File: src/rtl/qam_pkg.sv
// Shared definitions for the BPSK / QPSK / 16-QAM constellation mapper.
// Latency: n/a (types, constants and pure functions only).
// Backpressure: n/a.
package qam_pkg;

    // Constellation selection. The raw 2-bit code 3 is reserved and decodes to BPSK.
    typedef enum logic [1:0] {
        MODE_BPSK  = 2'd0,
        MODE_QPSK  = 2'd1,
        MODE_16QAM = 2'd2
    } mode_e;

    // Per-axis 16-QAM level indices; the output is index x unit step.
    localparam int LVL_M3 = -3;
    localparam int LVL_M1 = -1;
    localparam int LVL_P1 = 1;
    localparam int LVL_P3 = 3;

    // Bits collected per symbol for a given constellation.
    function automatic logic [2:0] bits_per_sym(input mode_e mode);
        logic [2:0] n;
        case (mode)
            MODE_QPSK:  n = 3'd2;
            MODE_16QAM: n = 3'd4;
            default:    n = 3'd1;
        endcase
        return n;
    endfunction

    // Raw mode input to a legal mode; reserved code falls back to BPSK.
    function automatic mode_e decode_mode(input logic [1:0] raw);
        mode_e m;
        if (raw == 2'd3) m = MODE_BPSK;
        else             m = mode_e'(raw);
        return m;
    endfunction

endpackage

File: src/rtl/qam_axis_map.sv
// Maps one axis bit pair to a signed constellation level (purpose).
// Latency: purely combinational, zero cycles.
// Backpressure: none; output follows inputs.
// Ports: mode_i selects constellation; pair_i[1] is the earlier bit of the pair
//        (pair_i[0] ignored for BPSK/QPSK); level_o is the signed W-bit level.
// Build option: QAM_GRAY_EN selects Gray per-axis 16-QAM coding; otherwise natural binary.
module qam_axis_map
    import qam_pkg::*;
#(
    parameter int W      = 11,
    parameter int AMP_B  = 8,
    parameter int AMP_Q  = 6,
    parameter int AMP_16 = 3
) (
    input  mode_e                mode_i,
    input  logic [1:0]           pair_i,
    output logic signed [W-1:0]  level_o
);

    localparam logic signed [W-1:0] L_PB = W'(AMP_B);
    localparam logic signed [W-1:0] L_NB = W'(-AMP_B);
    localparam logic signed [W-1:0] L_PQ = W'(AMP_Q);
    localparam logic signed [W-1:0] L_NQ = W'(-AMP_Q);
    localparam logic signed [W-1:0] L_M3 = W'(LVL_M3 * AMP_16);
    localparam logic signed [W-1:0] L_M1 = W'(LVL_M1 * AMP_16);
    localparam logic signed [W-1:0] L_P1 = W'(LVL_P1 * AMP_16);
    localparam logic signed [W-1:0] L_P3 = W'(LVL_P3 * AMP_16);

    always_comb begin
        level_o = '0;
        case (mode_i)
            MODE_QPSK: level_o = pair_i[1] ? L_PQ : L_NQ;
            MODE_16QAM: begin
`ifdef QAM_GRAY_EN
                // Gray order: adjacent levels differ in one bit.
                case (pair_i)
                    2'b00:   level_o = L_M3;
                    2'b01:   level_o = L_M1;
                    2'b11:   level_o = L_P1;
                    default: level_o = L_P3;
                endcase
`else
                case (pair_i)
                    2'b00:   level_o = L_M3;
                    2'b01:   level_o = L_M1;
                    2'b10:   level_o = L_P1;
                    default: level_o = L_P3;
                endcase
`endif
            end
            default: level_o = pair_i[1] ? L_PB : L_NB;
        endcase
    end

endmodule

File: src/rtl/qam_mapper.sv
// Collects 1/2/4 serial bits per symbol and emits one registered BPSK/QPSK/16-QAM I/Q sample.
// Latency: valid_x rises one cycle after the valid_i cycle carrying the final bit of a symbol.
// Backpressure: none; the downstream buffer must accept every valid_x strobe, input gaps are free.
// Ports: CLK, RST (async active-low); valid_i/data_i serial bits (b0 first); mode_i constellation
//        (sampled at symbol start); clr_i discards a partial symbol; valid_x/xr/xi output sample;
//        busy high while a partial symbol is held.
// Build option: QAM_GRAY_EN selects Gray per-axis 16-QAM coding (see qam_axis_map).
module qam_mapper
    import qam_pkg::*;
#(
    parameter int W      = 11,
    parameter int AMP_B  = 8,
    parameter int AMP_Q  = 6,
    parameter int AMP_16 = 3
) (
    input  logic                 CLK,
    input  logic                 RST,
    input  logic                 valid_i,
    input  logic                 data_i,
    input  logic [1:0]           mode_i,
    input  logic                 clr_i,
    output logic                 valid_x,
    output logic signed [W-1:0]  xr,
    output logic signed [W-1:0]  xi,
    output logic                 busy
);

    localparam int MAX_POS = (2 ** (W - 1)) - 1;

    if ((3 * AMP_16 > MAX_POS) || (AMP_Q > MAX_POS) || (AMP_B > MAX_POS)) begin : g_amp_range_err
        $fatal(1, "qam_mapper: amplitude parameters exceed signed range of W");
    end

    logic [1:0]          cnt_q,  cnt_d;
    logic [2:0]          sr_q,   sr_d;
    mode_e               mode_q, mode_d;
    logic                vld_q,  vld_d;
    logic signed [W-1:0] xr_q,   xr_d;
    logic signed [W-1:0] xi_q,   xi_d;
    logic                busy_q, busy_d;

    mode_e               mode_eff;
    logic [2:0]          nbits;
    logic [3:0]          cur;
    logic                last_bit;
    logic [1:0]          i_pair, q_pair;
    logic signed [W-1:0] i_lvl,  q_lvl;

    // At a symbol start the live mode input applies, so a 1-bit BPSK symbol
    // can complete on the same cycle its mode is sampled.
    always_comb begin
        mode_eff = (cnt_q == 2'd0) ? decode_mode(mode_i) : mode_q;
        nbits    = bits_per_sym(mode_eff);
        // Earlier bits sit higher: after N bits, b0 is cur[N-1].
        cur      = {sr_q, data_i};
        last_bit = ({1'b0, cnt_q} == (nbits - 3'd1));
    end

    always_comb begin
        i_pair = '0;
        q_pair = '0;
        case (mode_eff)
            MODE_QPSK: begin
                i_pair = {cur[1], 1'b0};
                q_pair = {cur[0], 1'b0};
            end
            MODE_16QAM: begin
                i_pair = cur[3:2];
                q_pair = cur[1:0];
            end
            default: i_pair = {cur[0], 1'b0};
        endcase
    end

    qam_axis_map #(.W(W), .AMP_B(AMP_B), .AMP_Q(AMP_Q), .AMP_16(AMP_16)) u_map_i (
        .mode_i  (mode_eff),
        .pair_i  (i_pair),
        .level_o (i_lvl)
    );

    qam_axis_map #(.W(W), .AMP_B(AMP_B), .AMP_Q(AMP_Q), .AMP_16(AMP_16)) u_map_q (
        .mode_i  (mode_eff),
        .pair_i  (q_pair),
        .level_o (q_lvl)
    );

    always_comb begin
        cnt_d  = cnt_q;
        sr_d   = sr_q;
        mode_d = mode_q;
        vld_d  = 1'b0;
        xr_d   = xr_q;
        xi_d   = xi_q;
        if (clr_i) begin
            // Discard wins over a same-cycle bit; outputs hold.
            cnt_d = '0;
            sr_d  = '0;
        end else if (valid_i) begin
            mode_d = mode_eff;
            if (last_bit) begin
                cnt_d = '0;
                sr_d  = '0;
                vld_d = 1'b1;
                xr_d  = i_lvl;
                xi_d  = (mode_eff == MODE_BPSK) ? '0 : q_lvl;
            end else begin
                cnt_d = cnt_q + 2'd1;
                sr_d  = cur[2:0];
            end
        end
        busy_d = (cnt_d != 2'd0);
    end

    always_ff @(posedge CLK or negedge RST) begin
        if (!RST) begin
            cnt_q  <= '0;
            sr_q   <= '0;
            mode_q <= MODE_BPSK;
            vld_q  <= 1'b0;
            xr_q   <= '0;
            xi_q   <= '0;
            busy_q <= 1'b0;
        end else begin
            cnt_q  <= cnt_d;
            sr_q   <= sr_d;
            mode_q <= mode_d;
            vld_q  <= vld_d;
            xr_q   <= xr_d;
            xi_q   <= xi_d;
            busy_q <= busy_d;
        end
    end

    assign valid_x = vld_q;
    assign xr      = xr_q;
    assign xi      = xi_q;
    assign busy    = busy_q;

endmodule
File: config.mk
export PLATFORM = sky130hd
export DESIGN_NAME = qam_mapper
export DESIGN_NICKNAME = d
export VERILOG_FILES = /design/src/rtl/qam_pkg.sv /design/src/rtl/qam_axis_map.sv /design/src/rtl/qam_mapper.sv
export SDC_FILE = /design/constraint.sdc
export NUM_CORES = 1
export LEC_CHECK = 0
export ABC_AREA = 1
export CAP_MARGIN = 5
export CORE_MARGIN = 2
export CORE_UTILIZATION = 47
export CTS_CLUSTER_DIAMETER = 150
export DETAILED_ROUTE_END_ITERATION = 6
export GPL_ROUTABILITY_DRIVEN = 1
export PLACE_DENSITY = 0.79
export SLEW_MARGIN = 30
export SYNTH_ARGS = -nofsm -noshare
export SYNTH_HDL_FRONTEND = slang
export SYNTH_SLANG_ARGS = --single-unit
File: constraint.sdc
create_clock -name CLK -period 2.5 [get_ports CLK]
set_clock_uncertainty 0.05 [all_clocks]
set_input_delay 0.375 -clock CLK [delete_from_list [all_inputs] [get_ports CLK]]
set_output_delay 0.375 -clock CLK [all_outputs]
set_load 0.02 [all_outputs]
======== Word-level counts from Yosys, hierarchy flattened ========
Index checks and enable logic that the tools add are counted.
storage, ports and cells
  flip-flop bits (word level) ............. 31
  output and inout port bits .............. 24
  logic and storage cells ................. 49
operators by class
  add/sub/neg operators ................... 2
  equality and inequality tests ........... 8
  mux-type cells .......................... 23
  bitwise logic cells ..................... 1
  reduce and logical (&&, ||, !) cells .... 8
operator list
  kind                                               number
  case mux 11 bit (3 select lines)                   2
  two-way mux 11 bit                                 5
  case mux 11 bit (2 select lines)                   2
  two-way mux 2 bit                                  5
  two-way mux 3 bit                                  3
  == test 2 bit (second input constant)              4
  logical NOT 2 bit                                  4
  case mux 2 bit (2 select lines)                    2
  == test 2 x 1 -> 1 bit (second input constant)     3
  case mux 3 bit (2 select lines)                    1
  nonzero test 2 bit                                 2
  == test 2 x 3 -> 1 bit                             1
  two-way mux 1 bit                                  3
  AND reduction 3 bit                                1
  subtractor 3 x 1 -> 3 bit (second input constant)  1
  adder 2 x 1 -> 2 bit (second input constant)       1
  AND reduction 2 bit                                1
  NOT 1 bit                                          1

======== Logic depth before layout (Yosys ltp) ========
  word-level depth ........................ 11
  gate-level depth with buffers ........... 13
  gate-level depth less buffers ........... 13

======== Cells and area by module ========
A second synthesis with hierarchy kept.
unflattened totals
  cell total of the unflattened synthesis .. 235
  area, all modules ....................... 1741.7 um2
modules (own cells, without submodules)
  module        times used  cells an instance  area an instance (um2)  sequential area each (um2)
  qam_mapper    1           189                1471.4                  775.7
  qam_axis_map  2           23                 135.1                   0.0

======== Worst setup path after synthesis ========
Ideal clock, no wire load.
  path type ............................... register to register
  start ................................... reg cnt_q[0]
  end ..................................... reg xi_q[0], in the netlist xi[0]
  library setup time ...................... 0.119 ns
  arrival ................................. 1.558 ns
  path slack .............................. 0.774 ns
  stages on the path, launching flop included .. 14
  path buffers ............................ 1
  clock period less this slack ............ 1.726 ns
  path through ............................ dfrtp_1 inv_1 ha_1 inv_2 nand2_1 nand2_2 nand2_4 nand2_2 nand2_2 nand2_2 nand3_4 buf_6 nand2_2 o21ai_2
on the way
  longest elaborated chain between the ends .. 7
RTL lines
  what                                                            line                               text
  start, declared                                                 qam_mapper.sv:34                   logic [1:0] cnt_q, cnt_d;
  start signal, assigned                                          qam_mapper.sv:124                  cnt_q <= cnt_d;
  logical NOT 2 bit                                               qam_mapper.sv:52                   mode_eff = (cnt_q == 2'd0) ? decode_mode(mode_i) : mode_q;
  two-way mux 2 bit                                               qam_mapper.sv:52
  == test 2 bit / == test 2 x 1 -> 1 bit (equally long branches)  qam_pkg.sv:22, qam_axis_map.sv:31
  case mux 3 bit (2 select lines)                                 qam_pkg.sv:22                      case (mode)
  subtractor 3 x 1 -> 3 bit                                       qam_mapper.sv:56                   last_bit = ({1'b0, cnt_q} == (nbits - 3'd1));
  == test 2 x 3 -> 1 bit                                          qam_mapper.sv:56
  AND reduction 3 bit (no line)                                   --
  end signal, assigned                                            qam_mapper.sv:129                  xi_q <= xi_d;
  end, declared                                                   qam_mapper.sv:39                   logic signed [W-1:0] xi_q, xi_d;
Parallel ways exist; a longest one is shown, timed or not.
A chain may end at the register's enable or synchronous reset.

======== Final worst setup path ========
  start ................................... reg cnt_q[0]
  end ..................................... reg xi_q[2], in the netlist xi[2]
on the way
  longest elaborated chain between the ends .. 8
RTL lines
  what
  branches (longest 8 deep; another with subtractor 3 x 1 -> 3 bit)
Parallel ways; which one is timed is not known.

==> parameters.txt <==
Parameter                              Value

Outcome
  Outcome ... finished, final reports clean

Hold path
  Worst hold-check path type ... reg2reg
  Hold Path Stages ... 2

Die
  Horizontal die dimension ... 52.2 um
  Initial standard-cell utilization of the core ... 49.4%
  Chip Height ... 52.2 um
  # rows ... 17
  Die Area ... 2730 sq um
  Number of top-level pins ... 31
  Placeable core region ... 2210 sq um

Placed design
  Number of buffers added on ports ... 30
  Global placer's final weighted congestion ... 0.824
  DP Worst Slack ... 415 ps
  Detailed Place HPWL ... 1.54 mm

CTS
  Hold_buf cts ... 0
  Clock Pin Slew Worst Setup and Hold Paths ... 90 ps
  Maximum clock path buffer count ... 2
  Depth of the CTS H-tree ... 1
  TritonCTS clock tree ... built
  Worst-skew pair later-pin latency ... 290 ps
  Number of sinks on the clock net ... 18
  Buffer count from post-CTS setup fixing ... 0
  TritonCTS buffer count ... 3
  # resized after CTS ... 0
  Clock root buffer ... sky130_fd_sc_hd__clkbuf_4

Synthesis
  Post-synth design cell area ... 1090 sq um
  Synthesized netlist net count ... 141
  Unique cell type count in the Yosys netlist ... 22
  Register area share after synthesis ... 41.2%
  Post-synthesis register bit count ... 18
  Synth Area per Inst ... 8.22 sq um
  Yosys Warn Count ... 0
  Post-synthesis instance total ... 133

Layout
  Inserted Diodes ... 0
  Area Overhead vs Synth ... 22.8%
  Filler Cells Inserted ... 195
  Number of nets in the final layout ... 162
  Share of cells above drive strength 1 ... 21.7%

Critical path
  Start-to-end type of the worst setup path ... reg2reg
  Critical Path End Type ... flop
  Critical Path Source Type ... flop
  Worst endpoint data arrival time ... 2180 ps
  Logic depth of the worst register-to-register path ... 12
  Maximum fanout encountered on the critical timing path ... 13
  Reg2reg setup slack ... 500 ps
  Required time reported for the critical path endpoint ... 2680 ps

Timing
  Transition time at the pin with the least slew margin ... 781 ps
  Relative max-transition margin ... 47.8%
  Max-slew violation count ... 0
  Hold Vio Cnt, Final ... 0
  Minimum period implied by the final worst setup slack ... 2000 ps
  Sum Neg Setup Slack ... 0 ps
  Number of setup violations in the final report ... 0
  Crit path setup slack, layout ... 500 ps
  Max Clk Rate ... 500 MHz
  RSZ-0062 raised after global routing ... false
  Tcrit/Tclk final ... 80.0%

Power and ir drop
  Pwr Density ... 1070 nW/um^2
  Int Power ... 815 uW
  Share of power burned in the clock network ... 9.4%
  Reported net switching power ... 623 uW
  Fraction of power consumed by sequential logic ... 31.0%
  Switching share of power ... 43.3%
  Combinational Power Share ... 59.5%
  Peak supply drop ... 555 uV
  Leak ... 0.648 nW

Routing
  Number of DRC violations after detailed routing ... 0
  Avg Vias per Cell ... 4.86
  First drt pass iteration count ... 4
  Drt total wl ... 1.93 mm
  Number of vias after detailed routing ... 874
  Wire per inst ... 10.7 um
  Drt first-iter violations ... 13
  Antenna-violating nets left ... 0

Global routing
  Global-route usage over all layers ... 17.3%
  Wire length of the first global-routing pass ... 3.48 mm
  Largest net degree at the start of global routing ... 19
  Total grt overflow ... 0
  Vias in the first global route ... 831
  Antenna violations before repair ... 0

Run
  Maximum capacitance violations ... 0
==> placed cells by master, fill, tap and decap left out <==
| cell | n |
|---|---|
| sky130_fd_sc_hd__clkdlybuf4s50_1 | 30 |
| sky130_fd_sc_hd__nand2_2 | 17 |
| sky130_fd_sc_hd__nand2_4 | 2 |
| sky130_fd_sc_hd__o211ai_1 | 1 |
| sky130_fd_sc_hd__nand3_2 | 1 |
| sky130_fd_sc_hd__nand3_1 | 10 |
| sky130_fd_sc_hd__clkbuf_4 | 3 |
| sky130_fd_sc_hd__nand3_4 | 1 |
| sky130_fd_sc_hd__nand2_1 | 27 |
| sky130_fd_sc_hd__o21ai_0 | 8 |
| sky130_fd_sc_hd__a21oi_2 | 2 |
| sky130_fd_sc_hd__nor2_4 | 1 |
| sky130_fd_sc_hd__inv_2 | 2 |
| sky130_fd_sc_hd__a21oi_1 | 1 |
| sky130_fd_sc_hd__dfrtp_1 | 18 |
| sky130_fd_sc_hd__o21ai_2 | 3 |
| sky130_fd_sc_hd__o22ai_1 | 1 |
| sky130_fd_sc_hd__inv_1 | 15 |
| sky130_fd_sc_hd__o21ai_1 | 3 |
| sky130_fd_sc_hd__nor2_1 | 4 |
| sky130_fd_sc_hd__or2_2 | 1 |
| sky130_fd_sc_hd__ha_1 | 1 |
==> final timing paths <==
check,startpoint,endpoint
min reg2reg,xr[1],xr[1]
min in group asynchronous,RST,xr[3]
max reg2reg,cnt_q[0],xi[2]
max in group asynchronous,RST,sr_q[0]
max,cnt_q[0],xi[2]
min,xr[1],xr[1]
==> cells by family (layout without fill, tap and decap cells) <==
| logic type | Yosys count | count (layout) | share of synthesized area, % |
|---|---|---|---|
| buffers and inverters | 31 | 50 | 15.8 |
| AO/OA/AOI/OAI | 19 | 19 | 10.8 |
| adder cells (fa/ha/maj) | 1 | 1 | 1.14 |
| AND/OR/NAND/NOR | 64 | 64 | 31.1 |
| flip-flops | 18 | 18 | 41.2 |
==> through the flow <==
step | util (%) | hold WS, ps | area [sq um] | total power [mW] | std cells
after floorplan | - | 29.4 | 1090 | 1.06 | 133
after global placement | 59.7 | 429 | 1320 | 1.30 | 177
after detailed placement | 59.7 | 431 | 1320 | 1.31 | 177
after CTS | 60.7 | 457 | 1340 | 1.45 | 180
after global routing | 60.7 | 476 | 1340 | 1.55 | 180
final | 60.7 | 451 | 1340 | 1.44 | 180
==> worst max-delay path, stage by stage, from the launching register on <==
cell	delay, ps
sky130_fd_sc_hd__dfrtp_1	430
sky130_fd_sc_hd__inv_1	140
sky130_fd_sc_hd__ha_1	270
sky130_fd_sc_hd__nand3_1	120
sky130_fd_sc_hd__nand2_2	130
sky130_fd_sc_hd__nand2_4	90
sky130_fd_sc_hd__nand2_2	100
sky130_fd_sc_hd__nand2_2	50
sky130_fd_sc_hd__nand2_2	80
sky130_fd_sc_hd__nand3_4	190
sky130_fd_sc_hd__inv_2	160
sky130_fd_sc_hd__nand2_1	70
sky130_fd_sc_hd__nand2_1	60
==> Yosys cell counts, drive strengths merged <==
cell    instances  area share, %
o21ai          14            7.4
nor2            5            2.4
nand3          12            7.1
ha              1            1.1
inv            17            5.8
a21oi           3            2.1
dfrtp          18             41
buf            14             10
or2             1           0.57
o211ai          1           0.69
o22ai           1           0.57
nand2          46             21
==> per-layer routing <==
metal	wire length [um]	track usage, %
met4	55	8.97
met2	897	28.9
met1	826	20.7
met3	154	4.00
met5	0	0
==> power by group through the flow <==
stage               Clock (mW)  Sequential (mW)  Combinational (mW)
global route             0.159            0.461               0.927
finish                   0.136            0.446               0.856
CTS                      0.141            0.449               0.862
floorplan                    0            0.534               0.526
detailed placement           0            0.454               0.860
global placement             0            0.449               0.847
==> state kept, by name, indices dropped and copies added (netlist names) <==
register  count
mode_q        2
valid_x       1
busy          1
cnt_q         2
xr            4
sr_q          3
xi            5
==> area by class of cell <==
type	instances	area (sq um)	area share, %
tap	28	35.0	2.61
multi-input combinational	84	470	35.0
clock buffer	3	22.5	1.68
inverter	17	63.8	4.75
sequential	18	450	33.6
timing repair buffer	30	300	22.4
(Power assumes the default switching activity.)
==> RTL edit 1, RTL diff (config.mk and constraints unchanged) <==
The option `QAM_GRAY_EN` is turned on by a define.
--- a/src/rtl/qam_axis_map.sv
+++ b/src/rtl/qam_axis_map.sv
@@ -4,6 +4,8 @@
 // Ports: mode_i selects constellation; pair_i[1] is the earlier bit of the pair
 //        (pair_i[0] ignored for BPSK/QPSK); level_o is the signed W-bit level.
 // Build option: QAM_GRAY_EN selects Gray per-axis 16-QAM coding; otherwise natural binary.
+`define QAM_GRAY_EN
+
 module qam_axis_map
     import qam_pkg::*;
 #(
Check against the original RTL: not equivalent (Yosys sat finds a counterexample within 10 cycles, from zero or initial values and one cycle with RST low).
==> RTL edit 1 against the unedited design <==
Synthesized area up 11%; sequential cell count did not move; final cell count up 17%; critical path depth is 2 higher; hold slack worse by 0.012 ns; power rose by 46%; wire length rose by 16%; worst setup slack lost 0.27 ns; final area rose by 13%; largest power group unchanged.
==> RTL edit 1: results (changes against the unedited design) <==
| Metric | Value |
|---|---|
| Buffering overhead | 23.7% (+1.4 points) |
| Clock slew at reported path FFs | 0.10 ns |
| Sequential-to-total area share from yosys stat | 37.2% (-4.0 points) |
| Outcome | finished clean |
| Setup TNS | 0 ns (unchanged) |
| CTS Buffer Depth | 2 (unchanged) |
| Gpl congestion | 0.882 (+7.0%) |
| DR vias/cell | 4.85 (-0.15%) |
| Worst r2r dst | xi[2] |
| Crit path largest cell delay | 0.40 ns (-0.03 ns) |
| Post-synth ARST share | 100% (unchanged) |
| First-pass GRT wire length | 3500 um (+0.60%) |
| Number of flip-flops under the largest register name | 5 (unchanged) |
| CP arrival | 2.44 ns (+0.26 ns) |
| Synth area leaders | dfrtp_1 (37%), nand2_1 (13%), ha_1 (8.3%), buf_4 (8.1%), inv_1 (7.8%) |
| Fill cells | 211 (+8.2%) |
| Synth cell count leaders | nand2_1 (42), inv_1 (25), dfrtp_1 (18) |
| Fin cells | 211 (+17%) |
| Worst VDD drop | 764 uV (+38%) |
| Signal inverters | 25 (+8) |
| RR Startpoint | cnt_q[0] |
| Wire per inst | 10.7 um (-0.66%) |
| Antenna violations before repair | 0 (unchanged) |
| Family with the most delay on the worst path | adder cells |
| Cell Count Post-Placement | 205 (+16%) |
| DPL Wire Length | 1730 um (+12%) |
| Setup Slack @ Placement | -0.122 ns (-0.537 ns) |
| Slew @ Worst Pin | 0.796 ns (+0.0148 ns) |
| WHS Path Cells | 2 (unchanged) |
| Crit-path max FO | 5 (-8) |
| Post-Syn Instances | 155 (+17%) |
| P_int | 1.11 mW (+36%) |
| Hold_sp | xr[1] |
| Pin count of the biggest net entering global routing | 19 (unchanged) |
| Leak pwr | 0.755 nW (+17%) |
| Critical path's slowest cell | dfrtp_1 |
| Comb_multi_in | 96 (+14%) |
| Share of layout cells above drive strength 1 | 11.6% (-10 points) |
| Num CTS Buffers | 3 (unchanged) |
| Non-CTS buffers | 38 (+27%) |
| Multi-input gate share of total cell area | 35.6% (+0.54 points) |
| Clk tree area frac | 2.39% (+0.71 points) |
| H-tree Lvls | 1 (unchanged) |
| Final Net Count | 197 (+22%) |
| Reg2reg setup slack | 0.23 ns (-0.27 ns) |
| Antenna Diode Count | 0 (unchanged) |
| Clkbuf count | 4 (+1) |
| Vias in the first global route | 920 (+11%) |
| GRT Total Usage | 16.3% (-1.1 points) |
| R2R cell count | 14 (+2) |
| Iter 0 DRT Violations | 22 (+9) |
| Yosys cell types | 19 (-14%) |
| Net Count, Synth | 170 (+21%) |
[RTL edit 1: cell families after synthesis]
kind of cell	synth area share (%)
compound gates	11.1
fa+ha+maj	8.27
buf+inv	18.6
flops	37.2
simple gates	24.8
[RTL edit 1: how the worst max path moves through the flow]
stage	startpoint	to	slack, ns	depth (start not counted)
2_1_floorplan	cnt_q[0]	xi[2]	0.15	16
3_3_place_gp	mode_i[0]	xi[2]	-0.009	16
3_5_place_dp	mode_i[0]	xi[2]	-0.12	16
4_1_cts	cnt_q[0]	xi[2]	0.08	15
5_1_grt	cnt_q[0]	xi[2]	-0.004	14
6_report	cnt_q[0]	xi[2]	0.23	14
[RTL edit 1: routing by layer]
metal | part of all wire (%) | wire length, um | up-vias | global-route usage [%]
li1 | - | - | 522 | -
met1 | 43 | 967 | 463 | 18.0
met3 | 7.1 | 160 | 2 | 3.28
met4 | 0.67 | 15 | 0 | 7.92
met5 | 0 | 0 | - | 0
met2 | 49 | 1110 | 36 | 29.2
[RTL edit 1: repair_timing]
action                                  4_1_cts  5_1_grt
setup buffers                                 0        2
pin swaps                                     0        1
gates resized for setup                       1        4
endpoints found under the setup margin        1        4
[RTL edit 1: power by group through the flow]
stage          clock (mW)  combinational [mW]  sequential [mW]
6_report            0.175                1.46            0.460
5_1_grt             0.199                1.63            0.475
4_1_cts             0.186                1.42            0.465
3_5_place_dp            0                1.42            0.470
3_3_place_gp            0                1.38            0.463
2_1_floorplan           0               0.953            0.546
[RTL edit 1: through the flow]
stage	hold WS (ns)	area, um^2
after floorplan	0.0294	1210
after global placement	0.412	1460
after detailed placement	0.414	1460
after CTS	0.442	1500
after global routing	0.457	1520
final	0.440	1520
==> RTL edit 2, RTL diff (config.mk and constraints unchanged) <==
Made on the original files. Add an input register stage for `valid_i`, `data_i`, `mode_i` and `clr_i`, without a reset; this delays them by one clock. Comments in the files are not updated.
--- a/src/rtl/qam_mapper.sv
+++ b/src/rtl/qam_mapper.sv
@@ -27,6 +27,18 @@
 
     localparam int MAX_POS = (2 ** (W - 1)) - 1;
 
+    logic valid_q;
+    logic data_q;
+    logic [1:0] mode_r;
+    logic clr_q;
+
+    always_ff @(posedge CLK) begin
+        valid_q <= valid_i;
+        data_q  <= data_i;
+        mode_r  <= mode_i;
+        clr_q   <= clr_i;
+    end
+
     if ((3 * AMP_16 > MAX_POS) || (AMP_Q > MAX_POS) || (AMP_B > MAX_POS)) begin : g_amp_range_err
         $fatal(1, "qam_mapper: amplitude parameters exceed signed range of W");
     end
@@ -49,10 +61,10 @@
     // At a symbol start the live mode input applies, so a 1-bit BPSK symbol
     // can complete on the same cycle its mode is sampled.
     always_comb begin
-        mode_eff = (cnt_q == 2'd0) ? decode_mode(mode_i) : mode_q;
+        mode_eff = (cnt_q == 2'd0) ? decode_mode(mode_r) : mode_q;
         nbits    = bits_per_sym(mode_eff);
         // Earlier bits sit higher: after N bits, b0 is cur[N-1].
-        cur      = {sr_q, data_i};
+        cur      = {sr_q, data_q};
         last_bit = ({1'b0, cnt_q} == (nbits - 3'd1));
     end
 
@@ -91,11 +103,11 @@
         vld_d  = 1'b0;
         xr_d   = xr_q;
         xi_d   = xi_q;
-        if (clr_i) begin
+        if (clr_q) begin
             // Discard wins over a same-cycle bit; outputs hold.
             cnt_d = '0;
             sr_d  = '0;
-        end else if (valid_i) begin
+        end else if (valid_q) begin
             mode_d = mode_eff;
             if (last_bit) begin
                 cnt_d = '0;
Behaviour: not the same (Yosys sat finds a counterexample within 4 cycles, from zero or initial values and one cycle with RST low).
==> RTL edit 2 against the unedited design <==
Sequential share of layout area rose by 5.7 points; die area rose by 4.5%; power rose by 6.1%; global-route usage barely moved; synthesized area rose by 4.9%; final cell count rose by 3.9%; sequential cell count rose by 5; clock power rose by 27%; worst setup slack improved by 0.042 ns; final area rose by 4.4%; wire length rose by 5.7%; fmax rose by 2.2%; synthesized cell count rose by 4.5%; critical path type unchanged; largest cell class is now flip-flops and latches.
==> RTL edit 2: results (changes against the unedited design) <==
| Metric | Value |
|---|---|
| Outcome | finished clean |
| Family with the most delay on the worst path | simple AND/OR/NAND/NOR gates |
| Sw Ratio | 41.4% (-1.9 points) |
| Reg2reg setup slack | 0.54 ns (+0.04 ns) |
| Post-synth ARST share | 78.3% (-22 points) |
| Synth cell count leaders | nand2_1 (43), dfrtp_1 (18), inv_1 (16) |
| Fin cells | 187 (+3.9%) |
| Sequential share of cell area | 39.3% (+5.7 points) |
| Clk tree area frac | 1.96% (+0.29 points) |
| GRT Total Usage | 17.4% (+0.027 points) |
| Post-Synth Adder-Cell Area | 1.09% (-0.054 points) |
| Worst-skew pair later-pin latency | 0.32 ns (+0.03 ns) |
| Multi-input gate share of total cell area | 30.0% (-5.0 points) |
| Buffering overhead | 21.4% (-0.94 points) |
| DPL Wire Length | 1560 um (+0.88%) |
| Clock slew at reported path FFs | 0.13 ns (+0.04 ns) |
| Met2 WL | 1020 um (+13%) |
| Crit-path max FO | 14 (+1) |
| Synth Area in Compound Gates | 8.94% (-1.8 points) |
| Slew HR | 46.1% (-1.7 points) |
| HP Class | input port to flop |
| Top Layer Used | met4 |
| Net Count, Synth | 147 (+4.3%) |
| Share of layout cells above drive strength 1 | 13.2% (-8.5 points) |
| Clock Power Share | 11.3% (+1.9 points) |
| Post-Syn Instances | 139 (+4.5%) |
| Hold slack | 0.432 ns (-0.0193 ns) |
| Non-CTS buffers | 30 (unchanged) |
| Buffers on Ports | 30 (unchanged) |
| First-pass GRT wire length | 3550 um (+2.0%) |
| Signal inverters | 18 (+1) |
| Leak pwr | 0.703 nW (+8.4%) |
| Net switching power | 0.632 mW (+1.4%) |
| Worst VDD drop | 757 uV (+37%) |
| Cell Count Post-Placement | 183 (+3.4%) |
| Fill cells | 194 (-0.51%) |
| Wire per inst | 10.9 um (+1.7%) |
| Xor/xnor share of the synthesized area | 0% (unchanged) |
| Storage element area | 551 um^2 (+22%) |
| Routed met1 length | 882 um (+6.8%) |
| Synth area leaders | dfrtp_1 (39%), nand2_1 (14%), dfxtp_1 (8.7%), buf_4 (8.5%), inv_1 (5.2%) |
| DR vias | 910 (+4.1%) |
| Clk sinks | 23 (+5) |
| GRT met2 Usage | 30.5% (+1.5 points) |
| Vias in the first global route | 871 (+4.8%) |
| Gpl congestion | 0.778 (-5.6%) |
| Register share of total power | 34.6% (+3.6 points) |
| GR Util met3 | 3.39% (-0.61 points) |
| Iter 0 DRT Violations | 26 (+13) |
| Final Net Count | 168 (+3.7%) |
| Met3 WL | 101 um (-34%) |
| Max Freq | 511 MHz (+2.2%) |
| Grt met1 use | 19.6% (-1.1 points) |
RTL edit 2: changes by cell type after synthesis:
| cell | unedited run | this run |
|---|---|---|
| o22ai_1 | 1 | 0 |
| a21oi_2 | 2 | 0 |
| nor2_4 | 1 | 0 |
| a21oi_1 | 1 | 2 |
| nand2_1 | 27 | 43 |
| nand2_2 | 17 | 6 |
| nand2_4 | 2 | 1 |
| dfxtp_1 | 0 | 5 |
| nand3_1 | 10 | 8 |
| o21ai_2 | 3 | 4 |
| o21ai_1 | 3 | 0 |
| inv_1 | 15 | 16 |
| nor2_2 | 0 | 1 |
| o21ai_0 | 8 | 10 |
RTL edit 2: final timing paths:
kind | start | end | cells after the start
min | data_i | data_q | 1
max in group asynchronous | RST | busy | 1
max reg2reg | cnt_q[0] | xr[9] | 12
max | cnt_q[0] | xr[9] | 12
min in group asynchronous | RST | xi[0] | 1
min reg2reg | xi[2] | xi[2] | 2
